File: src/rtl/ram_arbiter.sv
// ram_arbiter
//   Shares one single-port RAM between two requesters. Port 0 is instruction
//   fetch and port 1 is the load/store unit. When both request at once, the
//   port that was not served last wins. Each access is run as a short fixed
//   sequence. A write takes IDLE then WR. A read takes IDLE, RD1 and RD2, and
//   returns the data on pN_rdata with a one-cycle pN_rvalid strobe.
//   Every output comes straight from a register.
//
// Ports
//   clock, reset_n            single clock; synchronous active-low reset
//   pN_req/write/addr/wdata   request from port N (held until granted)
//   pN_gnt                    one-cycle grant pulse to port N
//   pN_rvalid/pN_rdata        read return to port N; rdata holds between strobes
//   ram_address/write/data    registered command to the RAM
//   ram_out                   registered read data from the RAM (1-cycle latency)
module ram_arbiter #(
  parameter int ADDR_WIDTH = 9,
  parameter int DATA_WIDTH = 32
) (
  input  logic                  clock,
  input  logic                  reset_n,
  input  logic                  p0_req,
  input  logic                  p0_write,
  input  logic [ADDR_WIDTH-1:0] p0_addr,
  input  logic [DATA_WIDTH-1:0] p0_wdata,
  output logic                  p0_gnt,
  output logic                  p0_rvalid,
  output logic [DATA_WIDTH-1:0] p0_rdata,
  input  logic                  p1_req,
  input  logic                  p1_write,
  input  logic [ADDR_WIDTH-1:0] p1_addr,
  input  logic [DATA_WIDTH-1:0] p1_wdata,
  output logic                  p1_gnt,
  output logic                  p1_rvalid,
  output logic [DATA_WIDTH-1:0] p1_rdata,
  output logic [ADDR_WIDTH-1:0] ram_address,
  output logic                  ram_write,
  output logic [DATA_WIDTH-1:0] ram_data,
  input  logic [DATA_WIDTH-1:0] ram_out
);

  typedef enum logic [1:0] {IDLE, WR, RD1, RD2} state_e;

  state_e                state_q, state_d;
  logic                  last_grant_q, last_grant_d;  // port served most recently
  logic                  owner_q, owner_d;            // port owning the current access
  logic [1:0]            gnt_q, gnt_d;
  logic [1:0]            rvalid_q, rvalid_d;
  logic [DATA_WIDTH-1:0] p0_rdata_q, p0_rdata_d;
  logic [DATA_WIDTH-1:0] p1_rdata_q, p1_rdata_d;
  logic [ADDR_WIDTH-1:0] ram_address_q, ram_address_d;
  logic                  ram_write_q, ram_write_d;
  logic [DATA_WIDTH-1:0] ram_data_q, ram_data_d;

  logic                  win;        // port that wins an IDLE decision
  logic                  win_write;  // the winner's write/read flag

  always_comb begin
    // NOTE: every signal gets a default before the case statement. Without
    // this, a path that does not assign a signal would infer a latch.
    state_d       = state_q;
    last_grant_d  = last_grant_q;
    owner_d       = owner_q;
    gnt_d         = 2'b00;
    rvalid_d      = 2'b00;
    p0_rdata_d    = p0_rdata_q;
    p1_rdata_d    = p1_rdata_q;
    ram_address_d = ram_address_q;
    ram_data_d    = ram_data_q;
    ram_write_d   = 1'b0;

    // Contention goes to the port that was not served last. A lone
    // requester always wins.
    win       = (p0_req && p1_req) ? ~last_grant_q : p1_req;
    win_write = win ? p1_write : p0_write;

    unique case (state_q)
      IDLE: begin
        if (p0_req || p1_req) begin
          owner_d       = win;
          last_grant_d  = win;
          gnt_d[win]    = 1'b1;
          ram_address_d = win ? p1_addr  : p0_addr;
          ram_data_d    = win ? p1_wdata : p0_wdata;
          ram_write_d   = win_write;
          state_d       = win_write ? WR : RD1;
        end
      end
      // The RAM commits the write at the edge that leaves WR.
      WR:  state_d = IDLE;
      // The address is held steady through RD1, so the RAM output is valid in RD2.
      RD1: state_d = RD2;
      RD2: begin
        rvalid_d[owner_q] = 1'b1;
        if (owner_q) p1_rdata_d = ram_out;
        else         p0_rdata_d = ram_out;
        state_d = IDLE;
      end
      default: state_d = IDLE;
    endcase
  end

  // NOTE: sequential state uses non-blocking assignments only. Every register
  // then samples its pre-edge value, whatever order the statements are in.
  always_ff @(posedge clock) begin
    if (!reset_n) begin
      state_q       <= IDLE;
      last_grant_q  <= 1'b1;
      owner_q       <= 1'b0;
      gnt_q         <= 2'b00;
      rvalid_q      <= 2'b00;
      p0_rdata_q    <= '0;
      p1_rdata_q    <= '0;
      ram_address_q <= '0;
      ram_write_q   <= 1'b0;
      ram_data_q    <= '0;
    end else begin
      state_q       <= state_d;
      last_grant_q  <= last_grant_d;
      owner_q       <= owner_d;
      gnt_q         <= gnt_d;
      rvalid_q      <= rvalid_d;
      p0_rdata_q    <= p0_rdata_d;
      p1_rdata_q    <= p1_rdata_d;
      ram_address_q <= ram_address_d;
      ram_write_q   <= ram_write_d;
      ram_data_q    <= ram_data_d;
    end
  end

  assign p0_gnt      = gnt_q[0];
  assign p1_gnt      = gnt_q[1];
  assign p0_rvalid   = rvalid_q[0];
  assign p1_rvalid   = rvalid_q[1];
  assign p0_rdata    = p0_rdata_q;
  assign p1_rdata    = p1_rdata_q;
  assign ram_address = ram_address_q;
  assign ram_write   = ram_write_q;
  assign ram_data    = ram_data_q;

endmodule

File: config.mk
export PLATFORM = sky130hd
export DESIGN_NAME = ram_arbiter
export DESIGN_NICKNAME = d
export VERILOG_FILES = /design/src/rtl/ram_arbiter.sv
export SDC_FILE = /design/constraint.sdc
export NUM_CORES = 1
export LEC_CHECK = 0
export ABC_AREA = 1
export CORE_MARGIN = 2
export CORE_UTILIZATION = 45
export DETAILED_ROUTE_END_ITERATION = 10
export DONT_BUFFER_PORTS = 1
export PLACE_DENSITY = 0.59
export SLEW_MARGIN = 20
export SYNTH_ARGS = -nofsm -noshare
export SYNTH_HDL_FRONTEND = slang
export SYNTH_SLANG_ARGS = --single-unit
File: constraint.sdc
create_clock -name clock -period 1.1 [get_ports clock]
set_input_delay 0.33 -clock clock [delete_from_list [all_inputs] [get_ports clock]]
set_output_delay 0.33 -clock clock [all_outputs]
set_load 0.02 [all_outputs]
==> run metrics <==
first-pass GRT wire length=about 20 mm; Max H-tree Level=4; Non-Filler Instances=875; via-per-instance ratio=5.10; CP endpoint kind=register; WL/cell=15.6 um; Clock Skew=around 0.0074 ns; Worst VDD drop=~1300 uV; Layout area overhead=24.3%; Post-route DRC=0; placed cells=roughly 840; antenna diode count=0; Routed WL=13.7 mm; CP max FO=33; worst-margin pin slew=roughly 0.36 ns; maximum capacitance violations=0; vias in the first global route=around 4300; Die ar.=0.0121 sq mm; most frequent cells after synthesis=206 x nand2_1, 128 x nor2_1, 114 x dfxtp_1, 50 x inv_1, 43 x nand3_1; synthesized cell area=0.00508 sq mm; Setup violations, final=140; Final Worst Setup Slack=-0.0359 ns; initial antenna violation count=0; Tcrit/Tclk final=103%; most used flip-flop cell after synthesis=dfxtp_1; setup slack at placement=-0.0628 ns; HPWL Detailed=around 8.6 mm; pin count of the biggest net entering global routing=82; area share of the largest cell type after synthesis=45.0%; DR pass1 iterations=4; cell row count=38; Total Power=roughly 12 mW; RSZ-0062 raised after global routing=yes; Total Routing Usage GR=a little over a fifth; Post-synth EDFFs=0; async set-reset flop share out of synthesis=0%; # IOs=230; count of cell types in the netlist=22; grt ovf=0; # hold bufs at CTS=0; Starting Density=46.4%; clock root cell=clkbuf_16; Syn Inst Count=727; via count=4465; Final Cell Area=about 0.0063 sq mm; synthesized flop and latch total=114; clock latency on the worst-skew pair=0.41 ns; Synth Warn #=0; Worst Path Arrival=about 1.4 ns; hold crit path type=primary input to register; count leader, synth=nand2_1; clk buf depth=2; Static Leakage=2.69 nW; Syn Nets=roughly 850; I/O Buffers=0; die width=110 um; core area=roughly 0.011 sq mm; TritonCTS clock tree=yes; Synth Area per Inst=roughly 7.0 sq um; ANT nets after route=0; Required @ worst endpoint=1.39 ns; total CTS buffers=17; Min Hold Slack=0.0217 ns; layout cells sized above 1=28.6%; dominant cell type by area after synthesis=dfxtp_1; startpoint type of the worst setup path=register; Crit Path Category=register to register; Area contributors post-synth=dfxtp_1 45%, nand2_1 15%, nor2_1 9.5%; GP Congestion=0.828; die height=110 um; CTS Sinks=114; slew margin rel.=about 76%; Max Fclk=880 MHz; violated checks=setup timing; status=complete, but fails checks; Initial DRC Count=272; NumNets Final=between 800 and 900; Final Max Slew Viols=0; sequential fraction of the synthesis area=45.0%; Power Density=1980 mW/mm^2; fin crit period=1.14 ns; Clock transition at path regs=approximately 0.050 ns; Hold Fails Final Rpt=0; area post-placement=0.00516 sq mm
-- worst max-delay path, stage by stage (launching register included) --
cell and delay (ns):
dfxtp_4 0.36, inv_2 0.07, nand2_2 0.06, nor2_4 0.11, buf_12 0.20, nand2_1 0.07, nor2_1 0.10, nor2_1 0.05
-- logic make-up (layout without fill, tap and decap cells) --
group / count (synthesis) / in the layout / share of synthesized area, %
buf+inv: 101 / 109 / 9.83
flops: 114 / 114 / 45.0
simple gates: 408 / 408 / 33.0
compound gates: 104 / 104 / 12.2
-- state kept, by name (all words and copies together), names as in the netlist, 2 cells and up --
signal       cells
ram_data        32
gnt_q            2
p1_rdata        32
p0_rdata        32
ram_address      9
state_q          2
rvalid_q         2
-- what timing repair did --
action,CTS,global route
pin swaps,1,0
cloned,2,1
setup endpoints to repair,179,208
gates resized for setup,227,7
buffers inserted,4,0
-- area by class of cell --
class | count | area [sq um]
fill | 988 | 4630
tap | 140 | 175
clock inverter | 13 | 159
sequential | 114 | 2700
inverter | 53 | 209
timing repair buffer | 23 | 289
multi-input combinational | 512 | 2310
clock buffer | 19 | 453
timing repair inverter | 1 | 8.76
-- metrics by stage --
step | setup TNS [ns] | utilization, %
global placement | -0.168 | 47.2
detailed placement | -2.56 | 47.2
CTS | -3.74 | 57.3
global route | -9.93 | 57.7
finish | -2.02 | 57.7
floorplan | -1.21 | -
-- final timing paths --
check | from | endpoint | slack [ns] | cells after the start
min reg2reg | last_grant_q$_SDFFE_PN1P_ | last_grant_q$_SDFFE_PN1P_ | 0.49 | 2
max | state_q[1]$_SDFFE_PN0P_ | ram_data[0]$_SDFFE_PN0P_ | -0.04 | 7
min | reset_n | last_grant_q$_SDFFE_PN1P_ | 0.02 | 1
max reg2reg | state_q[1]$_SDFFE_PN0P_ | ram_data[0]$_SDFFE_PN0P_ | -0.04 | 7
-- metal layers --
layer | wire [um] | vias to the layer above | part of all wire, % | global-route usage [%]
met5 | 0 | - | 0 | 0
met4 | 318 | 0 | 2.3 | 10.7
met3 | 1450 | 22 | 11 | 9.23
met2 | 6750 | 181 | 49 | 38.4
met1 | 5160 | 2006 | 38 | 21.9
li1 | - | 2256 | - | -
-- cell usage in the layout (no fill, tap or decap) --
cell type / n
nand2_1: 203
nor2_1: 127
dfxtp_4: 111
inv_1: 48
nand3_1: 43
a21oi_1: 31
o21ai_1: 30
nor2_2: 29
a21boi_1: 21
a21boi_0: 18
clkbuf_16: 18
buf_4: 14
buf_12: 6
clkinv_2: 5
clkinv_4: 4
nand2_2: 3
bufinv_16: 3
nor2_4: 2
a21oi_2: 2
inv_2: 2
o21ai_0: 2
clkbuf_8: 2
inv_6: 2
dfxtp_2: 2
inv_8: 1
nand3_2: 1
inv_4: 1
clkinv_1: 1
buf_16: 1
dfxtp_1: 1
buf_6: 1
-- power breakdown --
part	internal [mW]	leakage (nW)	total, mW	switching, mW
Combinational	0.666	1.37	1.64	0.974
Sequential	4.53	1.01	5.25	0.720
Clock	3.68	0.307	5.60	1.92
Power figures use the tool's default switching activity.
